===== src/rtl/cmd_frame_if.sv =====
// Received-byte stream handed from the UART RX path to the command-frame controller.
interface cmd_frame_if;
    logic [7:0] rx_data;
    logic       rx_valid;

    modport master (output rx_data, output rx_valid);
    modport slave  (input  rx_data, input  rx_valid);
endinterface


===== src/rtl/cmd_frame_ctrl.sv =====
// Command-frame controller for the core-switch board.
// Parses HDR0 HDR1 payload[PAYLOAD_LEN] TAIL0 TAIL1 frames from the RX byte stream,
// enforces an inter-byte timeout and executes host-select / CPU-reset / power opcodes.
//
//   state   | meaning
//   --------+---------------------------------------------------------------
//   S_IDLE  | hunting for HDR0, other bytes dropped silently
//   S_HDR   | HDR0 seen, expecting HDR1
//   S_BODY  | collecting payload bytes and the running checksum
//   S_TAIL0 | payload complete, expecting TAIL0
//   S_TAIL1 | expecting TAIL1; checksum verified and opcode executed on accept
//   S_EXEC  | one cycle after a good frame; requested reset pulses start here
//
// Opcode results (cmd_valid, force_swi, sel_host, power_on, bad-opcode error) are
// registered on the TAIL1 byte so they show up in the EXEC cycle. Reset counters are
// loaded at the end of EXEC so reset_n drops the cycle after EXEC.
module cmd_frame_ctrl #(
    parameter int         NUM_CH      = 2,
    parameter int         PAYLOAD_LEN = 4,
    parameter logic [7:0] HDR0        = 8'hEB,
    parameter logic [7:0] HDR1        = 8'h90,
    parameter logic [7:0] TAIL0       = 8'h09,
    parameter logic [7:0] TAIL1       = 8'hD7,
    parameter logic [7:0] BOARD_ID    = 8'hAB,
    parameter int         TIMEOUT_CYC = 50000,
    parameter int         RESET_CYC   = 100000,
    localparam int        CH_W        = (NUM_CH > 2) ? $clog2(NUM_CH) : 1
) (
    input  logic              clk,
    input  logic              rst,
    cmd_frame_if.slave        rx,
    input  logic [CH_W-1:0]   active_host,
    output logic              cmd_valid,
    output logic [7:0]        cmd_op,
    output logic              frame_err,
    output logic [1:0]        err_code,
    output logic [CH_W-1:0]   sel_host,
    output logic              force_swi,
    output logic [NUM_CH-1:0] reset_n,
    output logic [NUM_CH-1:0] power_on
);

    localparam int TMO_W = $clog2(TIMEOUT_CYC + 1);
    localparam int RST_W = $clog2(RESET_CYC + 1);
    localparam int IDX_W = $clog2(PAYLOAD_LEN + 1);

    localparam logic [TMO_W-1:0] TMO_LOAD = TMO_W'(TIMEOUT_CYC - 1);
    localparam logic [RST_W-1:0] RST_LOAD = RST_W'(RESET_CYC);
    localparam logic [IDX_W-1:0] IDX_LAST = IDX_W'(PAYLOAD_LEN - 1);

    typedef enum logic [2:0] {
        S_IDLE,
        S_HDR,
        S_BODY,
        S_TAIL0,
        S_TAIL1,
        S_EXEC
    } state_t;

    state_t            state_q, state_d;
    logic [TMO_W-1:0]  tmo_q, tmo_d;
    logic [IDX_W-1:0]  idx_q, idx_d;
    logic [7:0]        sum_q, sum_d;
    logic [7:0]        id_q, id_d;
    logic [7:0]        op_q, op_d;
    logic [NUM_CH-1:0] rst_req_q, rst_req_d;
    logic [RST_W-1:0]  rst_cnt_q [NUM_CH];
    logic [RST_W-1:0]  rst_cnt_d [NUM_CH];
    logic [NUM_CH-1:0] reset_n_q, reset_n_d;
    logic [NUM_CH-1:0] power_q, power_d;
    logic              cmd_valid_q, cmd_valid_d;
    logic [7:0]        cmd_op_q, cmd_op_d;
    logic              frame_err_q, frame_err_d;
    logic [1:0]        err_code_q, err_code_d;
    logic [CH_W-1:0]   sel_host_q, sel_host_d;
    logic              force_swi_q, force_swi_d;

    logic              timed_out;
    logic [3:0]        k;
    logic [CH_W-1:0]   k_ch;
    logic              k_ok;
    logic              op_good;

    // State and datapath registers with synchronous reset.
    always_ff @(posedge clk) begin
        if (rst) begin
            state_q     <= S_IDLE;
            tmo_q       <= '0;
            idx_q       <= '0;
            sum_q       <= '0;
            id_q        <= '0;
            op_q        <= '0;
            rst_req_q   <= '0;
            rst_cnt_q   <= '{default: '0};
            reset_n_q   <= '1;
            power_q     <= '1;
            cmd_valid_q <= 1'b0;
            cmd_op_q    <= '0;
            frame_err_q <= 1'b0;
            err_code_q  <= '0;
            sel_host_q  <= '0;
            force_swi_q <= 1'b0;
        end else begin
            state_q     <= state_d;
            tmo_q       <= tmo_d;
            idx_q       <= idx_d;
            sum_q       <= sum_d;
            id_q        <= id_d;
            op_q        <= op_d;
            rst_req_q   <= rst_req_d;
            rst_cnt_q   <= rst_cnt_d;
            reset_n_q   <= reset_n_d;
            power_q     <= power_d;
            cmd_valid_q <= cmd_valid_d;
            cmd_op_q    <= cmd_op_d;
            frame_err_q <= frame_err_d;
            err_code_q  <= err_code_d;
            sel_host_q  <= sel_host_d;
            force_swi_q <= force_swi_d;
        end
    end

    // Frame parser, inter-byte timeout and opcode execution.
    always_comb begin
        state_d     = state_q;
        tmo_d       = tmo_q;
        idx_d       = idx_q;
        sum_d       = sum_q;
        id_d        = id_q;
        op_d        = op_q;
        rst_req_d   = '0;
        power_d     = power_q;
        cmd_valid_d = 1'b0;
        cmd_op_d    = cmd_op_q;
        frame_err_d = 1'b0;
        err_code_d  = err_code_q;
        sel_host_d  = sel_host_q;
        force_swi_d = 1'b0;
        k           = op_q[3:0];
        k_ch        = k[CH_W-1:0];
        k_ok        = (int'(k) < NUM_CH);
        op_good     = 1'b0;

        // Timer reloads on every byte; it only counts down while a frame is open.
        if (rx.rx_valid) begin
            tmo_d = TMO_LOAD;
        end else if (state_q != S_IDLE && state_q != S_EXEC && tmo_q != '0) begin
            tmo_d = tmo_q - TMO_W'(1);
        end

        // A byte in the expiry cycle wins, hence the rx_valid qualifier.
        timed_out = (state_q != S_IDLE) && (state_q != S_EXEC) &&
                    !rx.rx_valid && (tmo_q == '0);

        if (timed_out) begin
            frame_err_d = 1'b1;
            err_code_d  = 2'd1;
            state_d     = S_IDLE;
        end else begin
            case (state_q)
                S_HDR: begin
                    if (rx.rx_valid) begin
                        if (rx.rx_data == HDR1) begin
                            state_d = S_BODY;
                            sum_d   = '0;
                            idx_d   = '0;
                        end else begin
                            frame_err_d = 1'b1;
                            err_code_d  = 2'd0;
                            state_d     = S_IDLE;
                        end
                    end
                end
                S_BODY: begin
                    if (rx.rx_valid) begin
                        sum_d = sum_q + rx.rx_data;
                        if (idx_q == IDX_W'(1)) id_d = rx.rx_data;
                        if (idx_q == IDX_W'(2)) op_d = rx.rx_data;
                        if (idx_q == IDX_LAST) begin
                            state_d = S_TAIL0;
                        end else begin
                            idx_d = idx_q + IDX_W'(1);
                        end
                    end
                end
                S_TAIL0: begin
                    if (rx.rx_valid) begin
                        if (rx.rx_data == TAIL0) begin
                            state_d = S_TAIL1;
                        end else begin
                            frame_err_d = 1'b1;
                            err_code_d  = 2'd2;
                            state_d     = S_IDLE;
                        end
                    end
                end
                S_TAIL1: begin
                    if (rx.rx_valid) begin
                        if (rx.rx_data != TAIL1 || sum_q != 8'h00) begin
                            frame_err_d = 1'b1;
                            err_code_d  = 2'd2;
                            state_d     = S_IDLE;
                        end else begin
                            state_d = S_EXEC;
                            // Frames for other boards are dropped without any output.
                            if (id_q == BOARD_ID) begin
                                op_good = 1'b1;
                                if (op_q == 8'hFF) begin
                                    rst_req_d   = '1;
                                    sel_host_d  = '0;
                                    force_swi_d = 1'b1;
                                end else if (k_ok && op_q[7:4] == 4'h0) begin
                                    sel_host_d  = k_ch;
                                    force_swi_d = 1'b1;
                                end else if (k_ok && op_q[7:4] == 4'h1) begin
                                    if (k_ch != active_host) rst_req_d[k_ch] = 1'b1;
                                end else if (k_ok && op_q[7:4] == 4'h2) begin
                                    power_d[k_ch] = 1'b1;
                                end else if (k_ok && op_q[7:4] == 4'h3) begin
                                    if (k_ch != active_host) power_d[k_ch] = 1'b0;
                                end else begin
                                    op_good = 1'b0;
                                end
                                if (op_good) begin
                                    cmd_valid_d = 1'b1;
                                    cmd_op_d    = op_q;
                                end else begin
                                    frame_err_d = 1'b1;
                                    err_code_d  = 2'd3;
                                end
                            end
                        end
                    end
                end
                default: begin
                    // S_IDLE and S_EXEC: a byte during EXEC is treated like an IDLE byte.
                    state_d = S_IDLE;
                    if (rx.rx_valid && rx.rx_data == HDR0) state_d = S_HDR;
                end
            endcase
        end
    end

    // Per-channel reset pulse timers; a new request restarts a running pulse.
    always_comb begin
        for (int i = 0; i < NUM_CH; i++) begin
            rst_cnt_d[i] = rst_cnt_q[i];
            if (state_q == S_EXEC && rst_req_q[i]) begin
                rst_cnt_d[i] = RST_LOAD;
            end else if (rst_cnt_q[i] != '0) begin
                rst_cnt_d[i] = rst_cnt_q[i] - RST_W'(1);
            end
            reset_n_d[i] = (rst_cnt_d[i] == '0);
        end
    end

    assign cmd_valid = cmd_valid_q;
    assign cmd_op    = cmd_op_q;
    assign frame_err = frame_err_q;
    assign err_code  = err_code_q;
    assign sel_host  = sel_host_q;
    assign force_swi = force_swi_q;
    assign reset_n   = reset_n_q;
    assign power_on  = power_q;

endmodule


===== src/flat_wrapper.sv =====
// flat-port wrapper written by rule: the top's interface ports become plain ports
module cmd_frame_ctrl_flat 
#(
    parameter int         NUM_CH      = 2,
    parameter int         PAYLOAD_LEN = 4,
    parameter logic [7:0] HDR0        = 8'hEB,
    parameter logic [7:0] HDR1        = 8'h90,
    parameter logic [7:0] TAIL0       = 8'h09,
    parameter logic [7:0] TAIL1       = 8'hD7,
    parameter logic [7:0] BOARD_ID    = 8'hAB,
    parameter int         TIMEOUT_CYC = 50000,
    parameter int         RESET_CYC   = 100000,
    localparam int        CH_W        = (NUM_CH > 2) ? $clog2(NUM_CH) : 1
)
  (clk, rst, active_host, cmd_valid, cmd_op, frame_err, err_code, sel_host, force_swi, reset_n, power_on, rx_rx_data, rx_rx_valid);
  cmd_frame_if rx_i ();
  input  logic clk;
  input  logic rst;
  input  logic [CH_W-1:0] active_host;
  output logic cmd_valid;
  output logic [7:0] cmd_op;
  output logic frame_err;
  output logic [1:0] err_code;
  output logic [CH_W-1:0] sel_host;
  output logic force_swi;
  output logic [NUM_CH-1:0] reset_n;
  output logic [NUM_CH-1:0] power_on;
  input wire logic [$bits(rx_i.rx_data)-1:0] rx_rx_data;
  input wire logic [$bits(rx_i.rx_valid)-1:0] rx_rx_valid;
  assign rx_i.rx_data = rx_rx_data;
  assign rx_i.rx_valid = rx_rx_valid;
  cmd_frame_ctrl #(.NUM_CH(NUM_CH), .PAYLOAD_LEN(PAYLOAD_LEN), .HDR0(HDR0), .HDR1(HDR1), .TAIL0(TAIL0), .TAIL1(TAIL1), .BOARD_ID(BOARD_ID), .TIMEOUT_CYC(TIMEOUT_CYC), .RESET_CYC(RESET_CYC)) u_core (.clk(clk), .rst(rst), .rx(rx_i), .active_host(active_host), .cmd_valid(cmd_valid), .cmd_op(cmd_op), .frame_err(frame_err), .err_code(err_code), .sel_host(sel_host), .force_swi(force_swi), .reset_n(reset_n), .power_on(power_on));
endmodule

===== config.mk =====
export PLATFORM = sky130hd
export DESIGN_NAME = cmd_frame_ctrl_flat
export DESIGN_NICKNAME = d
export VERILOG_FILES = /design/src/rtl/cmd_frame_if.sv /design/src/rtl/cmd_frame_ctrl.sv /design/src/flat_wrapper.sv
export SDC_FILE = /design/constraint.sdc
export NUM_CORES = 1
export LEC_CHECK = 0
export CAP_MARGIN = 20
export CORE_MARGIN = 10
export CORE_UTILIZATION = 65
export CTS_BUF_LIST = sky130_fd_sc_hd__clkbuf_8
export CTS_CLUSTER_SIZE = 14
export DETAILED_ROUTE_END_ITERATION = 16
export MAX_ROUTING_LAYER = met4
export PLACE_DENSITY = 0.86
export SLEW_MARGIN = 30
export SYNTH_ARGS = -nofsm -noshare
export SYNTH_HDL_FRONTEND = slang
export SYNTH_SLANG_ARGS = --single-unit

===== constraint.sdc =====
create_clock -name clk -period 6.6 [get_ports clk]
set_input_delay 1.32 -clock clk [delete_from_list [all_inputs] [get_ports clk]]
set_output_delay 1.32 -clock clk [all_outputs]
set_load 0.02 [all_outputs]

==> impl_metrics.csv <==
group,metric,value,unit
finish,diodes,0,
yosys,synthFlopType,"dfxtp_1",
cts,hold_buffers,0,
timing,setup_viol,0,
power_and_ir_drop,combPwrFrac,0.374,
route,first_pass_iters,5,
finish,fin_util,0.732,
route,drt_wl_total,11400,um
yosys,ys_seq_area_frac,0.398,
cts,path_clk_slew,110,ps
yosys,synth_top_area_frac,0.398,
yosys,synth_simple_gate_area_frac,0.302,
yosys,synthesis.nets,635,
floorplanning,dieArea,11700,um2
placed_design,gp_congestion,0.933,
worst_setup_path,end_kind,"flop",
worst_setup_path,crit_path_start_kind,"primary input",
hold_path,hold_path.class,"reg -> reg",
yosys,ys_ff_latch,100,
finish,area_growth,10.7,%
global_route,grt_max_degree,65,
timing,min_period,3590,ps
route,drt_iter0_drc,405,
yosys,synth.avg_cell_area,8.30,um2
finish,final_nets,653,
floorplanning,die_w,108,um
power_and_ir_drop,p_clk_frac,0.215,
yosys,synth_mux_area_frac,0.00995,
cts,cts_made_buffers,9,
power_and_ir_drop,total_power,1940,uW
yosys,yosys_warnings,0,
timing,relSlewSlack,0.394,
yosys,syn_inst,606,
placed_design,numPortBuffers,29,
timing,worst_slew_pin_slew,904,ps
route,routed_via_density,6.16,
worst_setup_path,slowest_delay,620,ps
worst_setup_path,worstPathMaxFanout,9,
yosys,synth_area,5030,um2
yosys,synth_xor_area_frac,0.0609,
global_route,antenna_found_initial,0,
route,ant_nets,0,
power_and_ir_drop,seq_power_share,0.411,
cts,cts_resized,0,
cts,cts_setup_buffers,0,
floorplanning,rows,32,
timing,fmax,0.279,GHz
run_status,outcome,"complete, no violations",
timing,maxSlewViolCount,0,
timing,period_share,0.544,
cts,root_buffer,"clkbuf_8",
timing,fin_worst_skew,10.6,ps
route,vias,4503,
placed_design,dp.final_hpwl,8000,um
power_and_ir_drop,p_leak,0.00201,uW
yosys,synth_commonest_cells,"dfxtp_1, nor2_1, a21oi_1, nand2_1, nand3_1",
worst_setup_path,worstPathRequired,6840,ps
power_and_ir_drop,power.switching,752,uW
timing,grt_setup_unrepaired,"no",
yosys,synth_top_area_cell,"dfxtp_1",
timing,setup_tns,0,ps
worst_setup_path,path_cells,"clkdlybuf4s50_1 -> or4_1 -> nor4_2 -> a31oi_1 -> a21o_1 -> a21oi_1 -> nor2_1",
yosys,post-synth-top-count-cell,"dfxtp_1",
power_and_ir_drop,p_sw_frac,0.388,
route,drcViolationCount,0,
finish,drive_gt1_frac,0.0588,
worst_setup_path,criticalPathCategory,"in -> reg",
yosys,synth_compound_area_frac,0.152,
yosys,async_reset_ff_frac,0,
route,drt-wirelength-per-cell,15.6,um
worst_setup_path,regToRegSetupSlack,3820,ps
worst_setup_path,cp_slowest_cell,"or4_1",
yosys,synth-adder-area-share,0.0438,
timing,final-hold-violation-count,0,
yosys,synth_cell_type_count,64,
worst_setup_path,cp.arrival,3830,ps
cts,cts_tree,"built",
global_route,grtUsageTotal,0.207,
cts,clock_latency,360,ps
yosys,synthTopCellsByArea,"dfxtp_1, a21oi_1, nor2_1",
cts,clock_path_buffers,2,
power_and_ir_drop,ir_drop,0.159,mV
cts,clock-sinks,100,
run,cap_violations,0,
finish,seqCellArea,2000,um2
floorplanning,coreArea,7610,um2
finish,num-fill-cells,577,
global_route,grt_pass1_vias,4304,
floorplanning,die_h,108,um
cts,htreeDepth,3,
yosys,synth_top_family_by_area,"simple AND/OR/NAND/NOR gates",
power_and_ir_drop,pwr_density_cell,347,nW/um2
finish,multiInputGateArea,2860,um2
global_route,grt_pass1_wl,19600,um
floorplanning,io_pins,30,
yosys,synth_edf_count,0,
global_route,overflow,0,
floorplanning,start_util,0.661,
power_and_ir_drop,p_int,1180,uW
[per-layer routing]
metal	part of all wire	vias up	track usage
li1	-	2214	-
met1	0.44	2121	0.251
met2	0.49	154	0.334
met3	0.061	14	0.0523
met4	0.014	0	0.0573
met5	0	-	-
[power by group through the flow]
stage | combinational [uW] | clock, uW | sequential [uW]
finish | 724 | 417 | 795
global route | 815 | 446 | 812
CTS | 714 | 423 | 792
detailed placement | 707 | 0 | 806
global placement | 682 | 0 | 800
floorplan | 593 | 0 | 773
[cells by family after synthesis]
family,count (synthesis)
fa+ha+maj,17
compound gates,125
xor+xnor,35
buf+inv,43
simple gates,281
mux,5
flops,100
[registers in the layout, summed over array words and instances, names as in the netlist, 3 cells and up, named ones only]
signal            cells
u_core.rst_cnt_q     34
u_core.tmo_q         16
u_core.cmd_op         8
u_core.id_q           8
u_core.op_q           8
u_core.sum_q          8
u_core.idx_q          3
u_core.state_q        3
[final timing paths]
kind	startpoint	to	depth (start not counted)
max reg2reg	u_core.rst_cnt_q[17]	u_core.reset_n[0]	8
min reg2reg	u_core.id_q[1]	u_core.id_q[1]	2
max	rx_rx_data[5]	u_core.idx_q[1]	7
min	u_core.id_q[1]	u_core.id_q[1]	2
[placed cells by master (no fill, tap or decap), drive strengths merged, types with 4 or more instances in the layout]
master,synthesis,layout
nand2b,5,5
or3,13,13
o21ai,14,14
nor4,13,13
a21oi,69,69
xor2,12,12
nor3b,6,6
nand4b,8,8
nand4,11,11
nand3,32,32
xnor2,23,23
or4,12,12
ha,16,16
nor2,71,71
a211oi,4,4
a31oi,5,5
dfxtp,100,100
clkdlybuf4s50,0,28
nand3b,4,4
o211ai,4,4
nand2,58,58
nor3,24,24
inv,19,23
nor2b,6,6
mux2i,5,5
o31ai,5,5
clkbuf,20,9
[metrics by stage]
stage	setup slack, ps	instances	instance area [um2]	hold WS [ps]
global route	2900	731	5570	487
floorplan	3600	606	5030	431
CTS	3080	731	5570	460
global placement	2730	715	5360	437
detailed placement	2680	715	5360	444
finish	3010	731	5570	457
[worst max-delay path, delay by kind of cell]
family / cells / cell delay [ps]
AO/OA/AOI/OAI: 3 / 880
AND/OR/NAND/NOR: 3 / 1060
buffers and inverters: 1 / 570
[layout make-up]
cell class,count,area share
inverters,19,0.0128
multi-input cells,463,0.513
clock inverters,7,0.0159
well taps,102,0.0229
repair buffers,31,0.0539
flip-flops and latches,100,0.359
clock buffers,9,0.0222
(Power assumes the default switching activity.)
